**config.mk**
```make
export PLATFORM = sky130hd
export DESIGN_NAME = config_chain_loader
export DESIGN_NICKNAME = d
export VERILOG_FILES = /design/src/rtl/config_pkg.sv /design/src/rtl/config_word_serializer.sv /design/src/rtl/config_chain_loader.sv
export SDC_FILE = /design/constraint.sdc
export NUM_CORES = 1
export LEC_CHECK = 0
export CORE_MARGIN = 4
export CORE_UTILIZATION = 55
export CTS_CLUSTER_SIZE = 10
export DETAILED_ROUTE_END_ITERATION = 12
export HOLD_SLACK_MARGIN = 0.12
export PLACE_DENSITY_LB_ADDON = 0.15
export SLEW_MARGIN = 10
export SYNTH_ARGS = -nofsm -noshare
export SYNTH_HDL_FRONTEND = slang
export SYNTH_HIERARCHICAL = 1
export SYNTH_SLANG_ARGS = --single-unit
```
**constraint.sdc**
```tcl
create_clock -name clock -period 5 [get_ports clock]
set_clock_uncertainty 0.1 [all_clocks]
set_input_delay 0.75 -clock clock [delete_from_list [all_inputs] [get_ports clock]]
set_output_delay 0.75 -clock clock [all_outputs]
set_load 0.1 [all_outputs]
```
**src/rtl/config_pkg.sv**
```systemverilog
// rtl/config_pkg.sv - shared loader state type and sizing helper for the config path
package config_pkg;

  typedef enum logic [1:0] {
    ST_IDLE  = 2'd0,
    ST_FETCH = 2'd1,
    ST_SHIFT = 2'd2,
    ST_DONE  = 2'd3
  } loader_state_e;

  function automatic int clog2(input int value);
    int result;
    result = 0;
    while ((1 << result) < value) result++;
    return result;
  endfunction

endpackage

```
**src/rtl/config_word_serializer.sv**
```systemverilog
// rtl/config_word_serializer.sv - parallel-load right-shift PISO for one host word
module config_word_serializer
  import config_pkg::*;
#(
  parameter int WORD_WIDTH = 8
) (
  input  logic                  clock_i,
  input  logic                  reset_i,
  input  logic                  load_i,
  input  logic                  shift_i,
  input  logic [WORD_WIDTH-1:0] data_i,
  output logic                  bit_o,
  output logic                  last_bit_o
);

  localparam int IDX_W = (clog2(WORD_WIDTH) > 0) ? clog2(WORD_WIDTH) : 1;

  logic [WORD_WIDTH-1:0] shreg_q, shreg_d;
  logic [IDX_W-1:0]      idx_q, idx_d;

  // A load wins over a shift so the next word can follow the last bit with no bubble
  always_comb begin
    shreg_d = shreg_q;
    idx_d   = idx_q;
    if (load_i) begin
      shreg_d = data_i;
      idx_d   = '0;
    end else if (shift_i) begin
      shreg_d = shreg_q >> 1;
      idx_d   = idx_q + 1'b1;
    end
  end

  always_ff @(posedge clock_i) begin
    if (reset_i) begin
      shreg_q <= '0;
      idx_q   <= '0;
    end else begin
      shreg_q <= shreg_d;
      idx_q   <= idx_d;
    end
  end

  assign bit_o      = shreg_q[0];
  assign last_bit_o = (idx_q == IDX_W'(WORD_WIDTH - 1));

endmodule

```
**src/rtl/config_chain_loader.sv**
```systemverilog
// rtl/config_chain_loader.sv - sequences a full serial load of the fabric config chain
module config_chain_loader
  import config_pkg::*;
#(
  parameter int WORD_WIDTH   = 8,
  parameter int CHAIN_LENGTH = 96
) (
  input  logic                  clock,
  input  logic                  reset,
  input  logic                  start,
  input  logic [WORD_WIDTH-1:0] word_data,
  input  logic                  word_valid,
  output logic                  word_ready,
  output logic                  config_out,
  output logic                  config_enable,
  output logic                  busy,
  output logic                  done,
  output logic                  error
);

  localparam int COUNT_WIDTH = clog2(CHAIN_LENGTH + 1);

  loader_state_e          state_q, state_d;
  logic [COUNT_WIDTH-1:0] bit_cnt_q, bit_cnt_d;
  logic                   done_q, done_d;
  logic                   error_q, error_d;
  logic                   in_shift;
  logic                   final_bit;
  logic                   ser_bit;
  logic                   ser_last;

  assign in_shift  = (state_q == ST_SHIFT);
  assign final_bit = in_shift && (bit_cnt_q == COUNT_WIDTH'(CHAIN_LENGTH - 1));

  // The final chain bit suppresses the refill request even mid-word
  assign word_ready    = (state_q == ST_FETCH) || (in_shift && ser_last && !final_bit);
  assign config_enable = in_shift;
  assign config_out    = in_shift & ser_bit;
  assign busy          = (state_q == ST_FETCH) || in_shift;
  assign done          = done_q;
  assign error         = error_q;

  config_word_serializer #(
    .WORD_WIDTH(WORD_WIDTH)
  ) u_serializer (
    .clock_i   (clock),
    .reset_i   (reset),
    .load_i    (word_valid && word_ready),
    .shift_i   (in_shift),
    .data_i    (word_data),
    .bit_o     (ser_bit),
    .last_bit_o(ser_last)
  );

  always_comb begin
    state_d   = state_q;
    bit_cnt_d = bit_cnt_q;
    done_d    = done_q;
    error_d   = error_q;
    case (state_q)
      ST_IDLE, ST_DONE: begin
        if (start) begin
          state_d   = ST_FETCH;
          bit_cnt_d = '0;
          done_d    = 1'b0;
          error_d   = 1'b0;
        end
      end
      ST_FETCH: begin
        if (start) error_d = 1'b1;
        if (word_valid) state_d = ST_SHIFT;
      end
      ST_SHIFT: begin
        if (start) error_d = 1'b1;
        bit_cnt_d = bit_cnt_q + 1'b1;
        if (final_bit) begin
          state_d = ST_DONE;
          done_d  = 1'b1;
        end else if (ser_last && !word_valid) begin
          state_d = ST_FETCH;
        end
      end
      default: state_d = ST_IDLE;
    endcase
  end

  always_ff @(posedge clock) begin
    if (reset) begin
      state_q   <= ST_IDLE;
      bit_cnt_q <= '0;
      done_q    <= 1'b0;
      error_q   <= 1'b0;
    end else begin
      state_q   <= state_d;
      bit_cnt_q <= bit_cnt_d;
      done_q    <= done_d;
      error_q   <= error_d;
    end
  end

endmodule

```
# [Word-level counts from Yosys, hierarchy flattened]
# Cells that the tools add are included.
[classes] bitwise_logic=1 n_eq_ne=10 n_reduce_logical=19 muxes=14 add_sub_neg=2
[ops] operator="8-bit 2-to-1 mux" count=2
[ops] operator="7-bit case mux with 2 select lines" count=1
[ops] operator="2-bit 2-to-1 mux" count=4
[ops] operator="7-bit by 1-bit adder with 7-bit output (second input constant)" count=1
[ops] operator="7-bit == test (second input constant)" count=1
[ops] operator="7-bit 2-to-1 mux" count=1
[ops] operator="2-bit case mux with 3 select lines" count=1
[ops] operator="3-bit AND reduction" count=2
[ops] operator="2-bit OR reduction" count=3
[ops] operator="1-bit logical AND" count=5
[ops] operator="2-bit == test (second input constant)" count=2
[ops] operator="2-bit by 1-bit != test with 1-bit output (second input constant)" count=2
[ops] operator="2-bit != test (second input constant)" count=2
[ops] operator="1-bit case mux with 2 select lines" count=2
[ops] operator="2-bit AND reduction" count=2
[ops] operator="2-bit nonzero test" count=2
[ops] operator="3-bit by 1-bit adder with 3-bit output (second input constant)" count=1
[ops] operator="3-bit == test (second input constant)" count=1
[ops] operator="1-bit 2-to-1 mux" count=3
[ops] operator="3-bit by 1-bit != test with 1-bit output (second input constant)" count=1
[ops] operator="2-bit by 1-bit == test with 1-bit output (second input constant)" count=1
[ops] operator="1-bit zero test" count=2
[ops] operator="2-bit zero test" count=1
[ops] operator="1-bit logical OR" count=2
[ops] operator="1-bit AND" count=1
[totals] in_bits=12 reg_bits=22

# [Logic depth before layout (Yosys ltp)]
[logic_depth] ltp_word=7 depth_mapped=8

# [Cells and area by module]
# The synthesis kept the hierarchy.
[modules_own_cells] module="config_chain_loader" seq_area_each_um2=220.2 area_per_inst_um2=614.3 n_inst=1 cells_each=66
[modules_own_cells] module="config_word_serializer" seq_area_each_um2=220.2 area_per_inst_um2=496.7 n_inst=1 cells_each=47

# [Worst setup path before layout]
# No wires, ideal clock.
[synth_path] kind="register to output" from="register state_q[0]" to="output config_out" n_path_buf=1 arrival_ns=2.310 path_slack_ns=1.840 stages_incl_launch_ff=5 t_required_ns=4.150 path_cell_list="dfxtp_1 > inv_1 > ha_1 > clkbuf_2 > and2_1"
[synth_via] elab_chain_len=2
[synth_rtl] item="from (decl)" line="config_chain_loader.sv:23" text="loader_state_e state_q, state_d;"
[synth_rtl] item="from (signal assigned)" line="config_chain_loader.sv:94" text="state_q <= state_d;"
[synth_rtl] item="2-bit == test" line="config_chain_loader.sv:32" text="assign in_shift = (state_q == ST_SHIFT);"
[synth_rtl] item="net config_enable" line="config_chain_loader.sv:15" text="output logic config_enable,"
[synth_rtl] item="1-bit AND" line="config_chain_loader.sv:38" text="assign config_out = in_shift & ser_bit;"
[synth_rtl] item="to (decl)" line="config_chain_loader.sv:14" text="output logic config_out,"
# The timed path passes the listed nets, and every way through them passes these cells.

# [Worst setup path in the final report]
[layout_path] from="register state_q[0]" to="output word_ready"
[layout_via] elab_chain_len=5
[layout_rtl] item="2-bit == test" line="config_chain_loader.sv:32"
[layout_rtl] item="1-bit logical AND" line="config_chain_loader.sv:33" text="assign final_bit = in_shift && (bit_cnt_q == COUNT_WIDTH'(CHAIN_LENGTH - 1));"
[layout_rtl] item="1-bit zero test" line="config_chain_loader.sv:36" text="assign word_ready = (state_q == ST_FETCH) || (in_shift && ser_last && !final_bit);"
[layout_rtl] item="1-bit logical AND" line="config_chain_loader.sv:36"
[layout_rtl] item="1-bit logical OR (*)" line="config_chain_loader.sv:36"
[layout_rtl] item="to (decl)" line="config_chain_loader.sv:13" text="output logic word_ready,"
# Every way passes the cells marked *; elsewhere a longest branch is shown, timed or not.

==> metrics.yaml <==
place:
  pre_cts_ws_ns: 1.61
  routabilityCongestion: 0.798
  port_buffers: 17
  place_area_mm2: 0.00128
  hpwlAfterDp_um: 1400
timing:
  final_hold_viol_count: 0
  period_share_pct: 74.8
  period_minus_slack_ns: 3.74
  max_freq_mhz: 267
  relSlewSlack_pct: 35.5
  worst_pin_slew_ns: 0.964
  fin_tns_setup_ns: 0
  rsz0062_at_grt: "false"
  finalHoldWorstSlack_ns: 0.393
  drv_slew: 0
  finalWorstSetupSlack_ns: 1.26
  setup_viol: 0
power_and_ir_drop:
  power_density_mw_per_mm2: 424
  leakagePower_nw: 0.507
  peakVddDrop_mv: 0.317
clock_tree:
  post_cts_buffers: 0
  cts_buffer_depth: 2
  cts_inserted_buffers: 3
  ctsResizeCount: 0
  root_buffer: "clkbuf_4"
  clkLatencyLatePin_ns: 0.29
  cts_hold_buf: 0
  cts_sinks: 22
  cts_max_level: 1
  clkTransAtPathRegs_ns: 0.11
  cts_tree: "done"
final_layout:
  area_growth_pct: 17.6
  layout_common_cells: "dfxtp_1 (22), clkdlybuf4s50_1 (17), nor2_1 (10), mux2i_1 (9), nor2b_1 (8)"
  drive_above_1_share_pct: 8.59
  final_common_cell: "dfxtp_1"
  final_cell_area_mm2: 0.00131
  diodes: 0
  nNetsFinal: 147
global_route:
  grt_pass1_vias: 802
  antenna_found_initial: 0
  gr-total-overflow: 0
  grt_first_pass_wirelength_um: 3130
  track_usage_pct: 14.9
  grt_max_degree: 22
synth:
  synthAdderAreaFrac_pct: 5.63
  synthMuxAreaShare_pct: 11.8
  yosysUniqueCellTypes: 33
  postSynthAreaPerCell_um2: 9.83
  netlist_area_mm2: 0.00111
  synth_compound_gate_area_share_pct: 12.5
  synth_top_family_by_area: "simple AND/OR/NAND/NOR gates"
  synth_xor_xnor_area_share_pct: 4.73
  ys_ff_latch: 22
  mappedNetlistNets: 130
  yosys.area_share.simple_pct: 21.4
  synth-seq-area-share_pct: 39.6
  yosys_warnings: 6
  syn_inst: 113
route:
  firstDrtPassIters: 4
  drt_iter0_markers: 14
  antenna_left: 0
  routed_wl_um: 1860
  avgRoutedWirePerCell_um: 12.2
  vias: 828
  drc: 0
  viasPerCell: 5.41
floorplanning:
  ioPinCount: 18
  start_util_pct: 61.0
  fp.dieArea_mm2: 0.00280
  die_w_um: 52.9
  core_area_mm2: 0.00182
  chipHeight_um: 52.9
  rows: 15
status:
  status: "finished, final reports clean"
critical_path:
  worst-setup-path-type: "reg -> out"
  endpoint_kind: "output pin"
  cp_max_fo: 21
  arrival_ns: 2.89
  worstPathRequired_ns: 4.15
  slowest_stage: "clkdlybuf4s50_1"
  path_cells: "inv_1, ha_1, a31o_2, clkdlybuf4s50_1"
  cpPeakStageDelay_ns: 1.13
  cp-start-kind: "flip-flop"
hold_path:
  hp-class: "reg -> reg"
flow_run:
  cap_viol_max_count: 0
[critical path: cells and delay by family (launching register included)]
kind	cells	cell delay (ns)
flip-flops	1	0.34
AO/OA/AOI/OAI	1	0.28
adder cells (fa/ha/maj)	1	0.78
buffers and inverters	2	1.20
[metal layers]
| metal | wire length [µm] | share of wire [%] | GRT usage [%] | up-vias |
|---|---|---|---|---|
| met5 | 0 | 0 | 0 | - |
| met2 | 889 | 48 | 26.2 | 13 |
| met3 | 82 | 4.4 | 3.38 | 2 |
| li1 | - | - | - | 426 |
| met4 | 7 | 0.38 | 5.11 | 0 |
| met1 | 882 | 47 | 17.4 | 387 |
[where the power goes]
group | leakage, nW | switching (mW) | internal, mW
sequential | 0.179 | 0.0127 | 0.199
clock | 0.0138 | 0.0481 | 0.0280
combinational | 0.315 | 0.174 | 0.0913
total | 0.507 | 0.235 | 0.319
[cells by family after synthesis]
family                   count (synthesis)
XOR/XNOR                                 6
buffers and inverters                   10
AO/OA/AOI/OAI                           18
multiplexers                            12
adder cells (fa/ha/maj)                  5
flip-flops                              22
AND/OR/NAND/NOR                         40
[state kept, by name, summed over array words and instances (netlist names)]
name / flops
u_serializer/idx_q: 3
bit_cnt_q: 7
error: 1
state_q: 2
u_serializer/shreg_q: 8
done: 1
[worst paths after layout]
kind | cells after the start | start | slack [ns] | endpoint
setup reg to reg | 6 | state_q[0] | 2.54 | u_serializer/shreg_q[0]
setup / recovery | 4 | state_q[0] | 1.26 | word_ready
hold reg to reg | 2 | bit_cnt_q[0] | 0.39 | bit_cnt_q[0]
hold / removal | 2 | bit_cnt_q[0] | 0.39 | bit_cnt_q[0]
[cells in the mapped netlist, drive strengths merged]
cell type  instances  area, µm²
nand4              3       18.8
nor2b              8       50.1
a31o               1       8.76
a21oi              3       15.0
dfxtp             22        440
mux2i              9       90.1
a31oi              1       21.3
xor2               4       35.0
nand2b             2       12.5
or3b               1       8.76
clkbuf             3       12.5
inv                5       18.8
and2               2       12.5
nand4b             1       23.8
a211oi             7       52.6
nor2              10       37.5
o21bai             1       7.51
nor3               4       20.0
o21ba              1       10.0
and3               2       17.5
a32oi              1       8.76
nand3b             1       7.51
nand2              5       18.8
and4b              1       10.0
o21ai              3       15.0
mux2               3       41.3
xnor2              2       17.5
buf                2       16.3
ha                 5       62.6
[final cells by class]
type                    instances  area [µm²]
clock buffers                   3        22.5
well taps                      25        31.3
inverters                       5        18.8
fillers                       161         514
flip-flops and latches         22         440
repair buffers                 17         170
multi-input cells              81         623
[per-stage QoR]
stage / power [mW] / util, % / instances
after floorplan: 0.430 / - / 113
final: 0.553 / 71.8 / 153
after CTS: 0.558 / 71.8 / 153
after global routing: 0.586 / 71.8 / 153
after detailed placement: 0.481 / 70.5 / 150
after global placement: 0.478 / 70.5 / 150
No activity file was read; power rests on OpenSTA's default activity.
